`config.mk`:
```
export PLATFORM = sky130hd
export DESIGN_NAME = cmd_router_mc
export DESIGN_NICKNAME = d
export VERILOG_FILES = /design/src/rtl/cmd_router_mc.sv
export SDC_FILE = /design/constraint.sdc
export NUM_CORES = 1
export LEC_CHECK = 0
export CAP_MARGIN = 20
export CELL_PAD_IN_SITES_DETAIL_PLACEMENT = 1
export CELL_PAD_IN_SITES_GLOBAL_PLACEMENT = 1
export CORE_ASPECT_RATIO = 1.25
export CORE_MARGIN = 5
export CORE_UTILIZATION = 54
export CTS_BUF_LIST = sky130_fd_sc_hd__clkbuf_4
export DETAILED_ROUTE_END_ITERATION = 6
export GPL_ROUTABILITY_DRIVEN = 0
export PLACE_DENSITY = 0.83
export SETUP_SLACK_MARGIN = 0.02
export SLEW_MARGIN = 25
export SYNTH_ARGS = -nofsm -noshare
export SYNTH_HDL_FRONTEND = slang
export SYNTH_SLANG_ARGS = --single-unit
export TNS_END_PERCENT = 30
```
`constraint.sdc`:
```
create_clock -name clk_sys -period 9.4 [get_ports clk_sys]
set_clock_uncertainty 0.1 [all_clocks]
set_input_delay 2.82 -clock clk_sys [delete_from_list [all_inputs] [get_ports clk_sys]]
set_output_delay 2.82 -clock clk_sys [all_outputs]
set_load 0.1 [all_outputs]
```
`src/rtl/cmd_router_mc.sv`:
```
// Command router: decodes cmd_dev and steers each command to the local fx bus
// controller, to one remote transmit FIFO, or to all remote FIFOs at once.
// It also tracks local read responses with a timeout and counts dropped commands.
module cmd_router_mc #(
    parameter int         N_CH       = 4,
    parameter int         FIFO_DEPTH = 8,
    parameter logic [7:0] LOCAL_DEV  = 8'h00,
    parameter logic [7:0] DEV_BASE   = 8'h01,
    parameter int         RD_TIMEOUT = 255
) (
    input  logic              clk_sys,
    input  logic              rst,
    input  logic [7:0]        cmd_dev,
    input  logic [7:0]        cmd_mod,
    input  logic [7:0]        cmd_addr,
    input  logic [7:0]        cmd_data,
    input  logic              cmd_rd,
    input  logic              cmd_vld,
    output logic              cmd_rdy,
    output logic [7:0]        cmd_q,
    output logic              cmd_qvld,
    output logic              cmd_qerr,
    output logic [7:0]        cmdl_mod,
    output logic [7:0]        cmdl_addr,
    output logic [7:0]        cmdl_data,
    output logic              cmdl_wr,
    output logic              cmdl_rd,
    input  logic [7:0]        cmdl_q,
    input  logic              cmdl_qvld,
    output logic [8*N_CH-1:0] cmdr_dev,
    output logic [8*N_CH-1:0] cmdr_mod,
    output logic [8*N_CH-1:0] cmdr_addr,
    output logic [8*N_CH-1:0] cmdr_data,
    output logic [N_CH-1:0]   cmdr_vld,
    input  logic [N_CH-1:0]   cmdr_rdy,
    output logic [15:0]       drop_cnt
);

    localparam int              AW       = (FIFO_DEPTH > 1) ? $clog2(FIFO_DEPTH) : 1;
    localparam int              LW       = AW + 1;
    localparam logic [LW-1:0]   FULL_LVL = LW'(FIFO_DEPTH);
    localparam logic [15:0]     TO_LAST  = 16'(RD_TIMEOUT - 1);

    typedef enum logic [2:0] {L_IDLE, L_WR, L_RD, L_WAIT, L_RESP} lst_t;

    lst_t          lst_q, lst_d;
    logic [15:0]   wcnt_q, wcnt_d;
    logic [7:0]    resp_q_q, resp_q_d;
    logic          resp_err_q, resp_err_d;
    logic          ill_q;
    logic [15:0]   drop_q;
    logic [7:0]    lmod_q, laddr_q, ldata_q;

    logic [31:0]   mem_q  [N_CH][FIFO_DEPTH];
    logic [AW-1:0] wptr_q [N_CH];
    logic [AW-1:0] wptr_d [N_CH];
    logic [AW-1:0] rptr_q [N_CH];
    logic [AW-1:0] rptr_d [N_CH];
    logic [LW-1:0] lvl_q  [N_CH];
    logic [LW-1:0] lvl_d  [N_CH];

    logic [N_CH-1:0] push, pop;
    logic            any_full, acc, is_local, is_remote, is_bc, ill_rd, drop_ev;
    logic [8:0]      dev_off;
    logic [31:0]     entry;

    // Address decode of the command presented on this cycle
    always_comb begin
        any_full = 1'b0;
        for (int k = 0; k < N_CH; k++) begin
            if (lvl_q[k] == FULL_LVL) any_full = 1'b1;
        end
        cmd_rdy   = (lst_q == L_IDLE) && !any_full;
        acc       = cmd_vld && cmd_rdy;
        dev_off   = {1'b0, cmd_dev} - {1'b0, DEV_BASE};
        is_local  = (cmd_dev == LOCAL_DEV);
        is_remote = !is_local && (cmd_dev >= DEV_BASE) && (dev_off < 9'(N_CH));
        is_bc     = !is_local && !is_remote && (cmd_dev == 8'hFF);
        ill_rd    = acc && cmd_rd && (is_remote || is_bc);
        drop_ev   = acc && !is_local && (cmd_rd || !(is_remote || is_bc));
        entry     = {cmd_dev, cmd_mod, cmd_addr, cmd_data};
        push      = '0;
        for (int k = 0; k < N_CH; k++) begin
            push[k] = acc && !cmd_rd && (is_bc || (is_remote && dev_off == 9'(k)));
        end
    end

    // Local FSM next state and read-response capture
    always_comb begin
        lst_d      = lst_q;
        wcnt_d     = wcnt_q;
        resp_q_d   = resp_q_q;
        resp_err_d = resp_err_q;
        case (lst_q)
            L_IDLE: if (acc && is_local) lst_d = cmd_rd ? L_RD : L_WR;
            L_WR:   lst_d = L_IDLE;
            L_RD: begin
                lst_d  = L_WAIT;
                wcnt_d = '0;
            end
            L_WAIT: begin
                if (cmdl_qvld) begin
                    resp_q_d   = cmdl_q;
                    resp_err_d = 1'b0;
                    lst_d      = L_RESP;
                end else if (wcnt_q == TO_LAST) begin
                    resp_q_d   = 8'hEE;
                    resp_err_d = 1'b1;
                    lst_d      = L_RESP;
                end else begin
                    wcnt_d = wcnt_q + 16'd1;
                end
            end
            L_RESP:  lst_d = L_IDLE;
            default: lst_d = L_IDLE;
        endcase
    end

    // Local FSM, response, local bus and drop counter registers
    always_ff @(posedge clk_sys) begin
        if (rst) begin
            lst_q      <= L_IDLE;
            wcnt_q     <= '0;
            resp_q_q   <= '0;
            resp_err_q <= 1'b0;
            ill_q      <= 1'b0;
            drop_q     <= '0;
            lmod_q     <= '0;
            laddr_q    <= '0;
            ldata_q    <= '0;
        end else begin
            lst_q      <= lst_d;
            wcnt_q     <= wcnt_d;
            resp_q_q   <= resp_q_d;
            resp_err_q <= resp_err_d;
            ill_q      <= ill_rd;
            if (drop_ev && drop_q != 16'hFFFF) drop_q <= drop_q + 16'd1;
            if (acc && is_local) begin
                lmod_q  <= cmd_mod;
                laddr_q <= cmd_addr;
                ldata_q <= cmd_data;
            end
        end
    end

    // FIFO pointer and level next state; push and pop may coincide
    always_comb begin
        pop = '0;
        for (int k = 0; k < N_CH; k++) begin
            pop[k]    = (lvl_q[k] != '0) && cmdr_rdy[k];
            wptr_d[k] = push[k] ? wptr_q[k] + AW'(1) : wptr_q[k];
            rptr_d[k] = pop[k]  ? rptr_q[k] + AW'(1) : rptr_q[k];
            case ({push[k], pop[k]})
                2'b10:   lvl_d[k] = lvl_q[k] + LW'(1);
                2'b01:   lvl_d[k] = lvl_q[k] - LW'(1);
                default: lvl_d[k] = lvl_q[k];
            endcase
        end
    end

    // FIFO control registers; reset empties every channel
    always_ff @(posedge clk_sys) begin
        for (int k = 0; k < N_CH; k++) begin
            if (rst) begin
                wptr_q[k] <= '0;
                rptr_q[k] <= '0;
                lvl_q[k]  <= '0;
            end else begin
                wptr_q[k] <= wptr_d[k];
                rptr_q[k] <= rptr_d[k];
                lvl_q[k]  <= lvl_d[k];
            end
        end
    end

    // FIFO storage, written at the write pointer on push
    always_ff @(posedge clk_sys) begin
        for (int k = 0; k < N_CH; k++) begin
            if (push[k]) mem_q[k][wptr_q[k]] <= entry;
        end
    end

    // Output decode; remote heads read as zero while their FIFO is empty
    always_comb begin
        cmdr_dev  = '0;
        cmdr_mod  = '0;
        cmdr_addr = '0;
        cmdr_data = '0;
        cmdr_vld  = '0;
        for (int k = 0; k < N_CH; k++) begin
            cmdr_vld[k] = (lvl_q[k] != '0);
            if (cmdr_vld[k]) begin
                cmdr_dev[8*k +: 8]  = mem_q[k][rptr_q[k]][31:24];
                cmdr_mod[8*k +: 8]  = mem_q[k][rptr_q[k]][23:16];
                cmdr_addr[8*k +: 8] = mem_q[k][rptr_q[k]][15:8];
                cmdr_data[8*k +: 8] = mem_q[k][rptr_q[k]][7:0];
            end
        end
        cmd_qvld  = (lst_q == L_RESP) || ill_q;
        cmd_qerr  = ill_q || ((lst_q == L_RESP) && resp_err_q);
        cmd_q     = ill_q ? 8'hEE : ((lst_q == L_RESP) ? resp_q_q : 8'h00);
        cmdl_wr   = (lst_q == L_WR);
        cmdl_rd   = (lst_q == L_RD);
        cmdl_mod  = lmod_q;
        cmdl_addr = laddr_q;
        cmdl_data = ldata_q;
        drop_cnt  = drop_q;
    end

endmodule

```
# Yosys cells after proc, flatten, opt, wreduce, memory -nomap -nowiden
# Memory sizes are Yosys's and may differ from the RTL's.
# Index checks and enable logic that the tools add are counted.
# W data, S select, Z words.
# word_totals
n_memories	4
ram_bits	1064
ff_bits	69
rom_bits	0
inputBits	49
latchBits	0
# memory_table
name	words	word_bits	rd	rd_ports_with_merged_regs	wr	line	source
mem_q	4	256	4	0	4	54	logic [31:0] mem_q [N_CH][FIFO_DEPTH];
lvl_q	4	4	4	0	4	59	logic [LW-1:0] lvl_q [N_CH];
rptr_q	4	3	4	0	4	57	logic [AW-1:0] rptr_q [N_CH];
wptr_q	4	3	4	0	4	55	logic [AW-1:0] wptr_q [N_CH];
# classes
magnitude_cmp	14
n_reduce_logical	55
n_shift	0
add_sub_neg	19
muxes	89
mul	0
bitwise_logic	20
n_eq_ne	26
n_div	0
# op_table
operator	n
$mux W256	4
$bmux W32 S3	4
$demux W32 S3	4
$mux W32	12
$mux W8	20
$mux W3	19
$add A16 B1 Y16 const B	2
$ge A4 B4 Y1 const B	8
$mux W16	2
$not A3 Y4	8
$pmux W16 S2	1
$pmux W4 S2	4
$logic_and A1 B1 Y1	30
$add A3 B1 Y3 const B	8
$eq A9 B2 Y1 const B	2
$add A4 B1 Y4 const B	4
$eq A16 B8 Y1 const B	1
$eq A4 B4 Y1 const B	4
$lt A4 B1 Y1 const B	4
$mux W4	4
$ne A16 B16 Y1 const B	1
$reduce_bool A4 Y1	4
$sub A4 B1 Y4 const B	4
$mux W1	13
24 further kinds	56

# Longest topological paths before layout
# Gate-level depths: netlist (run 1).
# logic_depth
word_depth	13
depth_mapped	14

# Least setup slack after synthesis (run 1)
# No wires, ideal clock.
# synth_path
path_kind	in2reg
start	input cmd_dev[3]
end	memory mem_q[2][160] (netlist bit) (enable)
n_path_buf	0
cell_stages	5
slack_ns	1.182
arrival_ns	7.605
setup_time_ns	0.513
path_cell_list	or4_1 nor3_1 o211a_1 nand3_1 nor4b_1
# synth_lines
item	line	source
from (decl)	13	input logic [7:0] cmd_dev,
to (decl)	54	

==> out/metrics.csv, run 1 <==
stage,metric,value,unit
routing,Total Routed Length,123000,um
clocking,CTS tree,yes,
clocking,# hold bufs at CTS,0,
sta,Least-Margin Pin Slew,1.10,ns
critical_path,Setup crit end kind,output pin,
sta,Final period util,0.806,
logic_synthesis,cell count after synthesis,2307,
pwr,Total Power,9.68,mW
grt,vias in the first global route,27500,
sta,unrepaired setup endpoints after global routing,no,
place,placed wire-length estimate,66100,um
logic_synthesis,synthesized area per cell,19.2,sq um
logic_synthesis,Syn Nets,2379,
layout,layout net count,2868,
sta,Peak Freq,0.132,GHz
critical_path,WP data required,6.48,ns
clocking,CTS sink cnt,1133,
grt,GRT Util Overall,0.280,
place,port bufs,233,
critical_path,Buffers & Inverters on Critical Path,2,
layout,area delta synth->final,16.8,%
clocking,total CTS buffers,282,
critical_path,Worst path max stage delay,0.99,ns
layout,layout cell share with drive strength beyond 1,0.282,
logic_synthesis,Adder-Cell Fraction of Synth Area,0.00651,
layout,most frequent cells in the layout,"edfxtp_1, clkbuf_4, mux4_2",
layout,"commonest non-fill, non-tap cell in the layout",edfxtp_1,
logic_synthesis,simple-gate portion of the synthesized area,0.0496,
clocking,clock latency on the worst-skew pair,1.15,ns
clocking,Root Driver,clkbuf_4,
critical_path,CP Max Fanout,36,
critical_path,startpoint types,flop,
sta,setup violators final,0,
die,Row Count,117,
die,Die Wd,266,um
sta,fin. max-slew vios,0,
critical_path,Crit Path Class,flop to output pin,
critical_path,CP cell instances,"buf_4, mux4_2, mux2i_1, nor2_1, clkdlybuf4s50_1",
die,die height,330,um
logic_synthesis,number of synthesis warnings,0,
routing,drt first pass iters,5,
critical_path,flop-to-flop setup slack,5.16,ns
logic_synthesis,largest family of logic cells by synthesized area,multiplexers,
sta,Slew headroom,0.264,
job,max-cap viol count,0,
routing,Routed wire per std cell,30.2,um
grt,grt ovf,0,
die,initial core utilization,0.543,
grt,initial antenna violation count,7,
logic_synthesis,part of the Yosys area used for sequential elements,0.745,
min_path,WHS Endpoint,cmdl_addr[2],
place,placed cell areas,48200,sq um
status,status,finished clean,
layout,post-layout instance area,51600,sq um
grt,largest net degree at the start of global routing,87,
layout,final core utilization,0.634,
pwr,Leak,16.2,nW
min_path,Hold Path Class,flop to flop,
routing,DRT iter0 DRCs,2683,
logic_synthesis,Post-synth EDFFs,1024,
critical_path,RR Endpoint,lvl_q[2][2],
critical_path,arrival time at the worst endpoint,4.66,ns
logic_synthesis,XOR/XNOR share of the synthesized area,0.00852,
min_path,Worst Min Path Start,cmdl_addr[2],
clocking,Post-CTS Setup Bufs,0,
routing,Via density,6.17,
routing,DRC violations left,0,
sta,crit path time final,7.58,ns
die,die footprint,87700,sq um
logic_synthesis,Seq cells post-synth,1133,
clocking,Worst-path clk slew,0.08,ns
clocking,post-CTS sizing,0,
sta,Setup TNS,0,ns
routing,remaining antenna violation count after routing,0,
critical_path,Critical-path top delay cell,clkdlybuf4s50_1,
grt,first-pass GRT wire length,181000,um
logic_synthesis,Mapped Area,44200,sq um
min_path,WHS Path Cells,2,
critical_path,worst reg2reg path depth,12,
die,core area,81400,sq um
die,IO Count,234,
critical_path,origin of the critical flop-to-flop path,lst_q[2],
layout,fill cell count,7132,
sta,final hold violations,0,
logic_synthesis,"FFs w/ async S/R, synth",0,
clocking,Max clock buf depth,4,
logic_synthesis,multiplexer area fraction after synthesis,0.164,
logic_synthesis,Synth Area in Compound Gates,0.0133,
pwr,Max rail drop VDD,116,uV
logic_synthesis,Most used DFF post-synth,edfxtp_1,
routing,Vias,25100,
critical_path,"CP delay by family, top",buffers and inverters,
logic_synthesis,Unique masters post-synth,56,
clocking,H-tree levels,5,
pwr,pwr dens,188,nW/um^2
[per-stage QoR]
step	cells	setup WS (ns)	hold slack, ns
after floorplan	2307	1.18	0.368
after global placement	3581	2.66	0.345
after detailed placement	3581	2.39	0.355
after CTS	4060	1.66	0.374
after global routing	4066	1.51	0.387
final	4067	1.82	0.376
[cells in the mapped netlist (22+ instances only)]
cell type	count	area, sq um
nor2_1	228	856
nand2_1	84	315
edfxtp_1	1024	30700
ha_1	23	288
xor2_1	28	245
mux2i_1	142	1420
nor3_1	29	145
clkbuf_1	66	248
o21ai_0	22	110
buf_1	37	139
dfxtp_1	109	2180
mux4_2	256	5770
a21oi_1	54	270
[state kept, by name, summed over array words and instances (netlist names)]
| name | flops |
|---|---|
| cmdl_addr | 8 |
| cmdl_data | 8 |
| cmdl_mod | 8 |
| drop_cnt | 16 |
| ill_q | 1 |
| lst_q | 3 |
| lvl_q | 16 |
| mem_q | 1024 |
| resp_err_q | 1 |
| resp_q_q | 8 |
| rptr_q | 12 |
| wcnt_q | 16 |
| wptr_q | 12 |
[worst min-delay path, stage by stage (launching register included)]
cell,delay [ns]
dfxtp_1,0.31
nand2_1,0.06
a21oi_1,0.06
[worst max-delay path by stage]
stage                       startpoint            end  slack, ns  cells past startpoint
after floorplan             cmd_dev[3]  mem_q[2][160]       1.18                      5
after global placement      cmd_dev[5]  mem_q[2][141]       2.66                      8
after detailed placement    cmd_dev[5]    lvl_q[2][2]       2.39                     13
after CTS                 rptr_q[3][0]   cmdr_mod[25]       1.66                      5
after global routing      rptr_q[3][0]   cmdr_mod[25]       1.51                      5
final                     rptr_q[1][0]   cmdr_dev[15]       1.82                      5
[cell families (layout without fill, tap and decap cells)]
logic type | Yosys count | in the layout
XOR/XNOR | 43 | 43
AO/OA/AOI/OAI | 102 | 102
adder cells (fa/ha/maj) | 23 | 23
AND/OR/NAND/NOR | 467 | 467
multiplexers | 402 | 402
flip-flops | 1133 | 1133
buffers and inverters | 137 | 821
other | 0 | 5
[layout make-up]
type / instances / area, sq um / area share
inverter: 18 / 67.6 / 0.00131
tap: 1071 / 1340 / 0.0260
antenna: 5 / 12.5 / 0.000242
multi-input combinational: 1037 / 10900 / 0.211
clock buffer: 410 / 3080 / 0.0596
sequential: 1133 / 33000 / 0.638
timing repair buffer: 324 / 3030 / 0.0586
clock inverter: 69 / 272 / 0.00526
[layer usage]
layer  vias up  track usage  routed length [um]
li1      10300            -                   -
met1     13100        0.341               43200
met2      1414        0.481               63800
met3       241       0.0744               11300
met4         2        0.111                4390
met5         -            0                  10
[report_power, final]
group          switching, mW  internal (mW)
clock network           2.00           2.00
registers            0.00359           5.48
logic                  0.155         0.0432
total                   2.16           7.52
(Power assumes the default switching activity.)
==> run 2, diff against run 1 <==
- clock period: 9.4 -> 7 ns (I/O delays scaled with it)
==> out/metrics.csv, run 2 (same netlist as run 1, synthesis figures left out) <==
stage,metric,value,unit
routing,DRT iter0 DRCs,2258,
critical_path,RR Endpoint,lvl_q[0][2],
sta,Slew headroom,0.279,
die,initial core utilization,0.543,
critical_path,origin of the critical flop-to-flop path,lst_q[2],
sta,Least-Margin Pin Slew,1.08,ns
critical_path,arrival time at the worst endpoint,4.35,ns
layout,area delta synth->final,16.8,%
pwr,Total Power,13.0,mW
min_path,Hold Path Class,flop to flop,
critical_path,"CP delay by family, top",buffers and inverters,
grt,largest net degree at the start of global routing,101,
routing,Vias,24700,
clocking,CTS tree,yes,
clocking,Post-CTS Setup Bufs,0,
sta,Peak Freq,0.153,GHz
routing,drt first pass iters,5,
clocking,Root Driver,clkbuf_4,
routing,Total Routed Length,120000,um
layout,most frequent cells in the layout,"edfxtp_1, clkbuf_4, mux4_2",
routing,Via density,6.10,
critical_path,flop-to-flop setup slack,2.71,ns
place,placed wire-length estimate,65900,um
job,max-cap viol count,0,
clocking,Max clock buf depth,4,
grt,GRT Util Overall,0.275,
routing,Routed wire per std cell,29.5,um
place,port bufs,233,
critical_path,worst reg2reg path depth,12,
critical_path,CP Max Fanout,36,
clocking,post-CTS sizing,0,
critical_path,Worst path max stage delay,0.98,ns
pwr,Max rail drop VDD,148,uV
die,die height,330,um
clocking,CTS sink cnt,1133,
sta,crit path time final,6.55,ns
die,Row Count,117,
critical_path,Critical-path top delay cell,clkdlybuf4s50_1,
pwr,power share of the sequential group,0.568,
die,IO Count,234,
layout,layout net count,2865,
critical_path,startpoint types,flop,
pwr,pwr dens,251,nW/um^2
pwr,Internal Power,10.1,mW
critical_path,Critical Path Start,rptr_q[0][1],
sta,Final Worst Setup Slack,0.454,ns
sta,unrepaired setup endpoints after global routing,no,
critical_path,WP data required,4.80,ns
critical_path,Worst path depth,5,
clocking,# hold bufs at CTS,0,
grt,vias in the first global route,27600,
critical_path,Setup crit end kind,output pin,
die,Die Wd,266,um
pwr,switching power,2.85,mW
grt,initial antenna violation count,5,
clocking,total CTS buffers,287,
pwr,Leak,16.1,nW
grt,grt ovf,0,
critical_path,end point of the critical path,cmdr_mod[7],
layout,max reg flops,1024,
layout,fill cell count,7116,
min_path,Worst Min Path Start,cmdl_addr[1],
die,die footprint,87700,sq um
layout,Sequential cell area,33000,sq um
sta,setup violators final,0,
sta,Final period util,0.935,
pwr,Clock power frac,0.411,
critical_path,CP cell instances,"buf_4, mux4_2, mux2i_1, nor2_1, clkdlybuf4s50_1",
die,core area,81400,sq um
routing,remaining antenna violation count after routing,0,
routing,DRC violations left,0,
pwr,switch share,0.220,
pwr,Comb power frac,0.020,
clocking,Worst-path clk slew,0.07,ns
sta,fin. max-slew vios,0,
place,dpl ws,0.659,ns
status,status,finished clean,
layout,area occupied by multi-input gates,10900,sq um
critical_path,Crit Path Class,flop to output pin,
sta,final hold violations,0,
grt,first-pass GRT wire length,178000,um
layout,"commonest non-fill, non-tap cell in the layout",edfxtp_1,
layout,layout cell share with drive strength beyond 1,0.279,
clocking,H-tree levels,5,
clocking,clock latency on the worst-skew pair,1.11,ns
critical_path,Buffers & Inverters on Critical Path,2,
==> run 2: cell count changes in the layout (fill, tap and decap cells not counted), moves of 2 or more <==
cell,delta
clkdlybuf4s50_1,-2
clkinv_1,+6
nor4b_2,-2
buf_4,-12
diode_2,-2
dfxtp_2,+2
buf_12,+5
dfxtp_4,-2
nor4b_4,+2
clkbuf_4,-7
==> run 2: final cells by class <==
class,instances,area share
flip-flops and latches,1133,0.638
multi-input cells,1037,0.211
repair buffers,316,0.0586
clock buffers,403,0.0586
well taps,1071,0.0260
clock inverters,77,0.00635
inverters,18,0.00131
diodes,3,0.000145
==> run 2: worst min path at each step <==
stage / to / slack (ns) / cells after the start
floorplan: resp_q_q[0] / 0.37 / 2
global placement: cmdl_addr[3] / 0.34 / 2
detailed placement: cmdl_mod[2] / 0.36 / 2
CTS: cmdl_data[1] / 0.37 / 2
global route: cmdl_addr[1] / 0.39 / 2
finish: cmdl_addr[1] / 0.37 / 2
==> run 2: routing by layer <==
metal,vias up,wire length [um],global-route usage
met5,-,11,0
met4,2,5500,0.129
met3,262,8590,0.0641
met2,1218,62700,0.475
met1,13000,42700,0.331
li1,10300,-,-
==> run 2: worst reg2reg max path, delay by kind of cell (launching register included) <==
kind            cells  cell delay (ns)
flops               1             0.38
compound gates      3             0.73
buf+inv             1             0.25
fa+ha+maj           2             0.57
xor+xnor            2             0.31
simple gates        4             1.87
==> run 2: through the flow <==
step	setup TNS (ns)	util	hold WS, ns	area [sq um]	instances
after floorplan	-96.35	-	0.368	44200	2307
after global placement	0	0.593	0.344	48200	3573
after detailed placement	0	0.593	0.357	48200	3573
after CTS	0	0.634	0.371	51600	4053
after global routing	0	0.634	0.390	51600	4056
final	0	0.634	0.365	51600	4058
==> run 2: power by group through the flow <==
stage	Combinational, mW	Clock (mW)	Sequential (mW)
5_1_grt	0.270	5.92	7.36
2_1_floorplan	0.0611	0	7.52
4_1_cts	0.259	5.47	7.36
6_report	0.263	5.33	7.36
3_5_place_dp	0.257	0	7.51
3_3_place_gp	0.240	0	7.51
